==> src/rtl/imm_gen_pipe.sv <==
// Pipelined immediate generator: decodes the instruction format and sign-extended immediate,
// registers the result one cycle later behind a main/skid output buffer with flush.
module imm_gen_pipe #(
    parameter int unsigned XLEN     = 64,
    parameter bit          SHIFT_BJ = 1'b1,
    parameter int unsigned TAG_W    = 8
) (
    input  logic             clk,
    input  logic             rst_n,
    input  logic             flush,
    input  logic             in_valid,
    output logic             in_ready,
    input  logic [31:0]      in_instr,
    input  logic [TAG_W-1:0] in_tag,
    output logic             out_valid,
    input  logic             out_ready,
    output logic [XLEN-1:0]  out_imm,
    output logic [2:0]       out_fmt,
    output logic             out_illegal,
    output logic [TAG_W-1:0] out_tag
);

    typedef enum logic [2:0] {
        FmtR = 3'd0,
        FmtI = 3'd1,
        FmtS = 3'd2,
        FmtB = 3'd3,
        FmtU = 3'd4,
        FmtJ = 3'd5
    } fmt_e;

    typedef struct packed {
        logic [XLEN-1:0]  imm;
        logic [2:0]       fmt;
        logic             illegal;
        logic [TAG_W-1:0] tag;
    } entry_t;

    localparam bit Rv64 = (XLEN == 64);

    entry_t dec, main_q, main_d, skid_q, skid_d;
    logic   main_valid_q, main_valid_d, skid_valid_q, skid_valid_d;
    logic   accept, transfer, s;
    logic [63:0] imm_i, imm_s, imm_b, imm_u, imm_j, imm_sel;

    assign s = in_instr[31];

    // All candidates are built at 64 bits and truncated once to XLEN.
    always_comb begin
        imm_i = {{52{s}}, in_instr[31:20]};
        imm_s = {{52{s}}, in_instr[31:25], in_instr[11:7]};
        imm_u = {{32{s}}, in_instr[31:12], 12'b0};
        if (SHIFT_BJ) begin
            imm_b = {{52{s}}, in_instr[7], in_instr[30:25], in_instr[11:8], 1'b0};
            imm_j = {{44{s}}, in_instr[19:12], in_instr[20], in_instr[30:21], 1'b0};
        end else begin
            imm_b = {{53{s}}, in_instr[7], in_instr[30:25], in_instr[11:8]};
            imm_j = {{45{s}}, in_instr[19:12], in_instr[20], in_instr[30:21]};
        end
    end

    always_comb begin
        imm_sel     = '0;
        dec.fmt     = FmtR;
        dec.illegal = 1'b0;
        dec.tag     = in_tag;
        case (in_instr[6:0])
            7'b0010011, 7'b0000011, 7'b1100111: begin
                dec.fmt = FmtI;
                imm_sel = imm_i;
            end
            7'b0011011: begin
                if (Rv64) begin
                    dec.fmt = FmtI;
                    imm_sel = imm_i;
                end else begin
                    dec.illegal = 1'b1;
                end
            end
            7'b0100011: begin
                dec.fmt = FmtS;
                imm_sel = imm_s;
            end
            7'b1100011: begin
                dec.fmt = FmtB;
                imm_sel = imm_b;
            end
            7'b0110111, 7'b0010111: begin
                dec.fmt = FmtU;
                imm_sel = imm_u;
            end
            7'b1101111: begin
                dec.fmt = FmtJ;
                imm_sel = imm_j;
            end
            7'b0110011: dec.fmt = FmtR;
            7'b0111011: dec.illegal = !Rv64;
            default:    dec.illegal = 1'b1;
        endcase
        dec.imm = imm_sel[XLEN-1:0];
    end

    assign in_ready = !skid_valid_q;
    assign accept   = in_valid & in_ready;
    assign transfer = main_valid_q & out_ready;

    // Flush wins over everything; the skid only fills when main is stalled.
    always_comb begin
        main_d       = main_q;
        skid_d       = skid_q;
        main_valid_d = main_valid_q;
        skid_valid_d = skid_valid_q;
        if (flush) begin
            main_valid_d = 1'b0;
            skid_valid_d = 1'b0;
        end else if (skid_valid_q) begin
            if (transfer) begin
                main_d       = skid_q;
                skid_valid_d = 1'b0;
            end
        end else if (accept) begin
            if (!main_valid_q || transfer) begin
                main_d       = dec;
                main_valid_d = 1'b1;
            end else begin
                skid_d       = dec;
                skid_valid_d = 1'b1;
            end
        end else if (transfer) begin
            main_valid_d = 1'b0;
        end
    end

    always_ff @(posedge clk or negedge rst_n) begin
        if (!rst_n) begin
            main_q       <= '0;
            skid_q       <= '0;
            main_valid_q <= 1'b0;
            skid_valid_q <= 1'b0;
        end else begin
            main_q       <= main_d;
            skid_q       <= skid_d;
            main_valid_q <= main_valid_d;
            skid_valid_q <= skid_valid_d;
        end
    end

    assign out_valid   = main_valid_q;
    assign out_imm     = main_q.imm;
    assign out_fmt     = main_q.fmt;
    assign out_illegal = main_q.illegal;
    assign out_tag     = main_q.tag;

endmodule

==> config.mk <==
export PLATFORM = sky130hd
export DESIGN_NAME = imm_gen_pipe
export DESIGN_NICKNAME = d
export VERILOG_FILES = /design/src/rtl/imm_gen_pipe.sv
export SDC_FILE = /design/constraint.sdc
export NUM_CORES = 1
export LEC_CHECK = 0
export BUFFER_PORTS_ARGS = -buffer_cell sky130_fd_sc_hd__buf_4
export CORE_MARGIN = 3
export CORE_UTILIZATION = 40
export CTS_BUF_LIST = sky130_fd_sc_hd__clkbuf_4 sky130_fd_sc_hd__clkbuf_8
export DETAILED_ROUTE_END_ITERATION = 7
export PLACE_DENSITY = 0.61
export SYNTH_ARGS = -nofsm -noshare
export SYNTH_HDL_FRONTEND = slang
export SYNTH_SLANG_ARGS = --single-unit
==> constraint.sdc <==
create_clock -name clk -period 2.4 [get_ports clk]
set_input_delay 0.24 -clock clk [delete_from_list [all_inputs] [get_ports clk]]
set_output_delay 0.24 -clock clk [all_outputs]
set_load 0.01 [all_outputs]
=== Word-level counts from Yosys, hierarchy flattened ===
Index checks and enable logic that the tools add are counted.

* Bitwise operators: 5
* Multiplexer cells: 17
* Eq/ne operators: 14
* Reductions and logical operators: 12

{| class="wikitable"
|+ Operator list
! operator !! number
|-
| 64-bit case mux with 5 select lines || 1
|-
| 76-bit two-way mux || 4
|-
| 7-bit by 6-bit equality test with 1-bit output, second input constant || 4
|-
| 7-bit by 5-bit equality test with 1-bit output, second input constant || 3
|-
| 7-bit equality test, second input constant || 3
|-
| 3-bit case mux with 5 select lines || 1
|-
| 1-bit two-way mux || 11
|-
| 11-bit OR reduction || 1
|-
| 4-bit AND reduction || 2
|-
| 7-bit by 2-bit equality test with 1-bit output, second input constant || 1
|-
| 2-bit nonzero test || 2
|-
| 4-bit OR reduction || 1
|-
| 3-bit by 2-bit != test with 1-bit output, second input constant || 1
|-
| 1-bit NOT || 3
|-
| 3-bit AND reduction || 1
|-
| 3-bit nonzero test || 1
|-
| 1-bit AND || 2
|-
| 1-bit logical NOT || 2
|-
| 2-bit by 1-bit != test with 1-bit output, second input constant || 1
|-
| 2-bit != test, second input constant || 1
|-
| 2-bit OR reduction || 1
|-
| 1-bit logical OR || 1
|}

* Bits in registers: 154
* Bits of input ports: 45
* Logic and storage cells: 58

=== Logic depth before layout (Yosys ltp) ===
Gate-level depths: netlist of run 1.

* Word-level depth: 6
* Gate-level depth with buffers: 7

=== Worst setup path before layout of run 1 ===
Ideal clock, no wire load.

* Path kind: reg-to-reg
* From: register skid_valid_q
* To: register skid_q[24] (netlist name)
* Clock period less this slack: 1704 ps
* Setup time: 69 ps
* Path slack: 696 ps
* Stages on the path, launching flop included: 8
* Data required time: 2331 ps
* Data arrival time: 1634 ps
* Cells stage by stage: dfrtp_1 > buf_6 > nand2b_4 > or3_1 > buf_2 > or3_1 > buf_2 > nand3_1

* Longest elaborated chain between the ends: 3
* Elaborated cells between the ends (all ways): 4
* Classes of those cells: 2 x bitwise; 2 x reduce/logical

{| class="wikitable"
|+ RTL lines
! what !! RTL line !! source
|-
| start, declared || 42 || <nowiki>logic main_valid_q, main_valid_d, skid_valid_q, skid_valid_d;</nowiki>
|-
| start signal, assigned || 144 || <nowiki>skid_valid_q <= skid_valid_d;</nowiki>
|-
| 1-bit logical NOT || 103 || <nowiki>assign in_ready = !skid_valid_q;</nowiki>
|-
| 1-bit AND || 104 || <nowiki>assign accept = in_valid & in_ready;</nowiki>
|-
| 4-bit AND reduction (no line) (*) || -- ||
|-
| end signal, assigned || 142 || <nowiki>skid_q <= skid_d;</nowiki>
|-
| end, declared || 41 || <nowiki>entry_t dec, main_q, main_d, skid_q, skid_d;</nowiki>
|}

Every way passes the cells marked *; elsewhere a longest branch is shown, timed or not.
A chain may end at the register's enable or synchronous reset.

=== Worst setup path in the final report of run 1 ===
* From: register skid_valid_q
* To: register main_q (netlist bit out_imm[28])

* Longest elaborated chain between the ends: 4
* Elaborated cells between the ends (all ways): 7
* Classes of those cells: 1 x eq/ne; 1 x mux; 1 x bitwise; 4 x reduce/logical

{| class="wikitable"
|+ RTL lines
! what !! RTL line !! source
|-
| 1-bit logical NOT || 103 ||
|-
| 1-bit AND || 104 ||
|-
| 2-bit nonzero test (no line) || -- ||
|-
| 4-bit AND reduction (no line) || -- ||
|-
| end signal, assigned || 141 || <nowiki>main_q <= main_d;</nowiki>
|-
| end, declared || 41 ||
|}

Several ways; a longest one is shown, not always the timed one.

==> results of run 1 <==
logic make-up after synthesis:
group | after synthesis
multiplexers | 11
AND/OR/NAND/NOR | 181
flip-flops | 90
AO/OA/AOI/OAI | 128
buffers and inverters | 65
worst max-delay path by stage:
stage,from,end,slack [ns],depth (start not counted)
after floorplan,skid_valid_q,skid_q[24],0.70,7
after global placement,in_instr[1],out_imm[20],0.39,6
after detailed placement,in_instr[1],out_imm[23],0.25,6
after CTS,skid_valid_q,out_imm[28],0.32,5
after global routing,skid_valid_q,out_imm[22],0.12,5
final,skid_valid_q,out_imm[28],0.34,5
power groups by stage:
stage	clock network (mW)	registers [mW]	logic (mW)
floorplan	0	1.89	0.478
global placement	0	1.85	0.911
detailed placement	0	1.86	0.922
CTS	1.08	1.83	0.925
global route	1.14	1.86	1.02
finish	1.05	1.83	0.911
critical path: cells and delay by family (launching register included):
family,cells,cell delay (ns)
AO/OA/AOI/OAI,3,0.85
AND/OR/NAND/NOR,2,0.58
flip-flops,1,0.47
metal layers:
layer,global-route usage (%),share of wire [%]
met1,26.3,45
met2,30.6,47
met3,2.23,5.9
met4,7.48,2.4
met5,0,0
timing repair:
item	CTS	global route
setup endpoints to repair	0	0
endpoints found under the hold margin	24	0
hold buffers	1	0
metrics by stage:
stage,area [um2],setup slack [ns]
finish,5360,0.339
global route,5360,0.115
CTS,5360,0.321
detailed placement,5150,0.254
global placement,5150,0.389
floorplan,4320,0.696
final cells by class:
class,count,area (um2)
Fill cell,975,5050
Multi-Input combinational cell,320,1700
Clock buffer,10,131
Clock inverter,6,66.3
Timing Repair Buffer,136,1040
Sequential cell,90,2250
Inverter,3,11.3
Tap cell,136,170
sequential cells by signal (all words and copies together), names as in the netlist:
register and count:
out_valid 1, skid_valid_q 1, out_tag 8, skid_q 44
out_illegal 1, out_fmt 3, out_imm 32
placed cells by master, fill, tap and decap left out, drive strengths merged, types with 2 or more instances in the layout:
master	count
a211o	9
a211oi	3
a21oi	39
a22oi	4
and3	8
buf	135
clkbuf	10
clkinv	4
dfrtp	90
inv	4
mux2i	11
nand2	101
nand2b	4
nand3	18
nand3b	2
nor2	24
nor2b	3
nor3	3
nor3b	2
o211ai	12
o21ai	51
o22ai	5
or3	14
==> flow_summary.ini, run 1 <==
[drt]
drt_iter0_drc = 186
via_count = 3740
routedWlPerCell_um = 16.1
drt_pass1_iterations = 6
via_per_inst = 5.34
drt_wl_total_um = 11300
detail-route-antenna-nets = 0
drc = 0

[sta]
fmax_ghz = 0.485
setup_viol = 0
slew_viol_final = 0
maxSlewHeadroom_pct = 35.8
worstMarginPinSlew_ns = 0.963
fin_crit_sh_pct = 85.9
rsz0062_at_grt = false
fin_hold_ws_ns = 0.0791
finalSetupTns_ns = 0
min_period_ns = 2.06
clock_skew_ns = 0.0123
finalHoldViolations = 0

[global_route]
grt_pass1_wl_um = 18000
grt_max_degree = 67
gr-total-overflow = 0
antenna_found_initial = 0
grt_pass1_vias = 3627
grtUsageTotal_pct = 19.0

[placement]
port-buffer-count = 122
routabilityCongestion = 0.862
hpwl_um = 7630
place_inst = 684

[worst_setup_path]
startpoint_type = flip-flop
r2r_start = skid_valid_q
r2r_cells = 5
crit_type = flip-flop to flip-flop
required_ns = 2.59
max_stage_delay_ns = 0.68
critPathSlowestCell = a211o_2
worstPathArrival_ns = 2.25
end_kind = flip-flop
reg2reg_to = out_imm[28]
cp_cell_sequence = nand2_1, a211o_2, or3_1, o21ai_0, a21oi_1
ff2ff_setup_slack_ns = 0.34
cp_max_fo = 44

[floorplanning]
die_y_um = 110
dieArea_um2 = 12100
rows = 37
start_util_pct = 41.4
pin_count = 123
die_w_um = 110
core_um2 = 10400

[yosys]
muxShareOfSynthArea_pct = 2.55
yosysMostFrequentCell = nand2_1
synth.largest_area_cell = dfrtp_1
synth_cells = 475
synth_fa_ha_area_share_pct = 0
ys_seq_elements = 90
synth_xor_xnor_area_share_pct = 0
postSynthAreaPerCell_um2 = 9.09
syn-num-nets = 520
yosysTopAreaCellShare_pct = 52.2
synthArstFlopShare_pct = 100
ys_types = 37
ys_seq_area_share_pct = 52.2
synth_edf_count = 0
synth.top_cells.by_count = 101 x nand2_1, 90 x dfrtp_1, 51 x o21ai_0, 39 x a21oi_1, 32 x buf_4
ys_top_cells_by_area = dfrtp_1 52%, nand2_1 8.8%, o21ai_0 5.9%
synth_top_family_by_area = simple AND/OR/NAND/NOR gates
yosys_warnings = 0
ys.flop_type = dfrtp_1
synth-compound-area-share_pct = 17.5
synth_simple_gate_area_share_pct = 18.9
syn_area_um2 = 4320

[clock_tree]
clock_path_buffers = 2
clk_latency_ns = 0.35
cts-buffers-inserted = 9
cts_tree = yes
cts_setup_buffers = 0
path_clk_slew_ns = 0.09
root_buffer = clkbuf_8
htreeDepth = 3
cts_sinks = 90
ctsResizeCount = 0

[pwr]
finalPower_mw = 3.79
p_int_mw = 2.66
combinationalPowerShare_pct = 24.0
sw_frac_of_total_pct = 29.9
vdd_ir_drop_max_mv = 0.383
seqPwrFrac_pct = 48.3
powerDensity_nw_per_um2 = 707
p_sw_mw = 1.13
clkPwrFrac_pct = 27.6
p_leak_nw = 2.58

[run]
maxCapViolCount = 0

[cells_and_area]
area_growth_pct = 24.3
fin_util_pct = 51.5
layout.cells.non_filler = 701
drive_gt1_share_pct = 28.1
nets = 605
n_antenna_cell = 0

[hold_path]
min_to = skid_valid_q
hold_start = out_ready
min_path_cells = 2
hp-class = primary input to flip-flop

[outcome]
status = completed
(Power assumes the default switching activity.)
==> inputs of run 2 (changes only) <==
- CORE_UTILIZATION: 40 -> 54
- PLACE_DENSITY: 0.61 -> 0.79
- SETUP_SLACK_MARGIN: unset -> 0.5
==> run 2 against run 1 <==
Net effect:
- critical path depth is 1 lower
- maximum frequency is 12% higher
- critical endpoint is now skid_q[31]
- sequential share of layout area shrank 0.13 points
- critical path type unchanged
- clock-buffer cell count is 1 higher
- sequential power about the same
- cell count shrank 5.1%
- final area increased by 0.42%
- power rose by 2.9%
- first-iteration DRC count rose by 43%
- largest cell class unchanged
- register-to-register slack gained 0.23 ns
- highest routed layer unchanged
==> flow_summary.ini, run 2 (synthesis gave the netlist of run 1 again) <==
[floorplanning]
start_util_pct = 57.6
pin_count = 123
die_w_um = 95.4
rows = 31
die_y_um = 95.4
dieArea_um2 = 9100
core_um2 = 7490

[global_route]
grt_use_met3_pct = 3.71
gr-usage-met2_pct = 39.8
grtUsageTotal_pct = 25.2
grt_max_degree = 53
gr-total-overflow = 0
met1_usage_pct = 36.0
antenna_found_initial = 0
grt_pass1_wl_um = 17800
grt_pass1_vias = 3698
grt.busiest_layer = met2

[worst_setup_path]
worstPathArrival_ns = 2.12
crit_family = simple AND/OR/NAND/NOR gates
startpoint_type = flip-flop
cp_cell_sequence = nand2b_4, or3_2, or3_1, nand3_1
max_stage_delay_ns = 0.54
end_kind = flip-flop
critPathSlowestCell = or3_1
required_ns = 2.69
cp_max_fo = 8
crit_type = flip-flop to flip-flop
cp_num_buf_inv = 0

[cells_and_area]
final_area_um2 = 5390
fill_cells = 567
nets = 607
final_common_cell = buf_4
largest_reg_flops = 44
area_growth_pct = 24.8
n_antenna_cell = 0
final_cell_mix = 134 x buf_4, 101 x nand2_1, 88 x dfrtp_1, 51 x o21ai_0, 38 x a21oi_1
top_register = skid_q
drive_gt1_share_pct = 28.6

[placement]
routabilityCongestion = 0.893
port-buffer-count = 122
hpwl_um = 7390
place_area_um2 = 5130

[clock_tree]
clk_latency_ns = 0.36
cts_setup_buffers = 0
cts_tree = yes
cts-buffers-inserted = 9
path_clk_slew_ns = 0.09
clock_path_buffers = 2
htreeDepth = 3
root_buffer = clkbuf_8
cts_sinks = 90

[sta]
finalHoldViolations = 0
rsz0062_at_grt = true
maxSlewHeadroom_pct = 61.3
finalSetupTns_ns = 0
fin_crit_sh_pct = 76.4
min_period_ns = 1.83
fmax_ghz = 0.545
setup_viol = 0
slew_viol_final = 0
worstMarginPinSlew_ns = 0.580
clock_skew_ns = 0.00837

[pwr]
vdd_ir_drop_max_mv = 0.343
powerDensity_nw_per_um2 = 724
p_leak_nw = 2.61

[drt]
drt_iter0_drc = 266
routedWlPerCell_um = 16.4
via_per_inst = 5.72
detail-route-antenna-nets = 0
via_count = 3804
drt_pass1_iterations = 4
drc = 0
drt_wl_total_um = 10900

[hold_path]
hp-class = primary input to flip-flop

[outcome]
status = completed

[run]
maxCapViolCount = 0
[run 2: where the power goes]
part	leakage (nW)	total, mW	internal (mW)	switching (mW)
registers	1.17	1.83	1.70	0.131
clock network	0.109	1.15	0.623	0.526
logic	1.33	0.920	0.465	0.455
[run 2: layout make-up]
cell class	instances	area, um2	area share (%)
multi-input cells	320	1710	31.7
inverters	3	11.3	0.209
flip-flops and latches	90	2250	41.9
well taps	99	124	2.30
clock inverters	4	76.3	1.42
repair buffers	138	1070	19.8
clock buffers	11	145	2.70
[run 2: metal layers]
metal	part of all wire, %	up-vias	wire, um
met5	0	-	0
met4	1.7	0	189
met3	7.7	17	837
met2	47	166	5170
met1	43	1845	4700
li1	-	1776	-
[run 2: timing repair]
| action | in CTS | in global routing |
|---|---|---|
| endpoints found under the setup margin | 20 | 47 |
| gates resized for setup | 4 | 3 |
| hold endpoints to repair | 41 | 0 |
| hold buffers | 1 | 0 |
[run 2: worst paths after layout]
kind	start	end	slack, ns	cells after the start
worst max-delay path	skid_valid_q	skid_q[31]	0.57	4
worst min-delay path	in_tag[0]	skid_q[0]	0.08	3
worst max register to register	skid_valid_q	skid_q[31]	0.57	4
worst min register to register	skid_q[23]	skid_q[23]	0.48	2
max in group asynchronous	rst_n	out_valid	1.31	3
min in group asynchronous	rst_n	out_tag[2]	0.42	2
[run 2: worst register-to-register path, cell delays in order, from the launching register on]
cell      delay [ns]
dfrtp_1         0.44
nand2b_4        0.20
or3_2           0.47
or3_1           0.54
nand3_1         0.13
[run 2: metrics by stage]
step	cells	hold slack [ns]	util (%)	power (mW)	setup WS (ns)
detailed placement	649	0.279	68.5	2.78	0.390
global placement	649	0.271	68.5	2.76	0.469
CTS	665	0.0726	71.8	3.93	0.575
global route	665	0.0782	71.9	4.10	0.498
finish	665	0.0812	71.9	3.90	0.567
floorplan	475	-0.0556	-	2.37	0.696
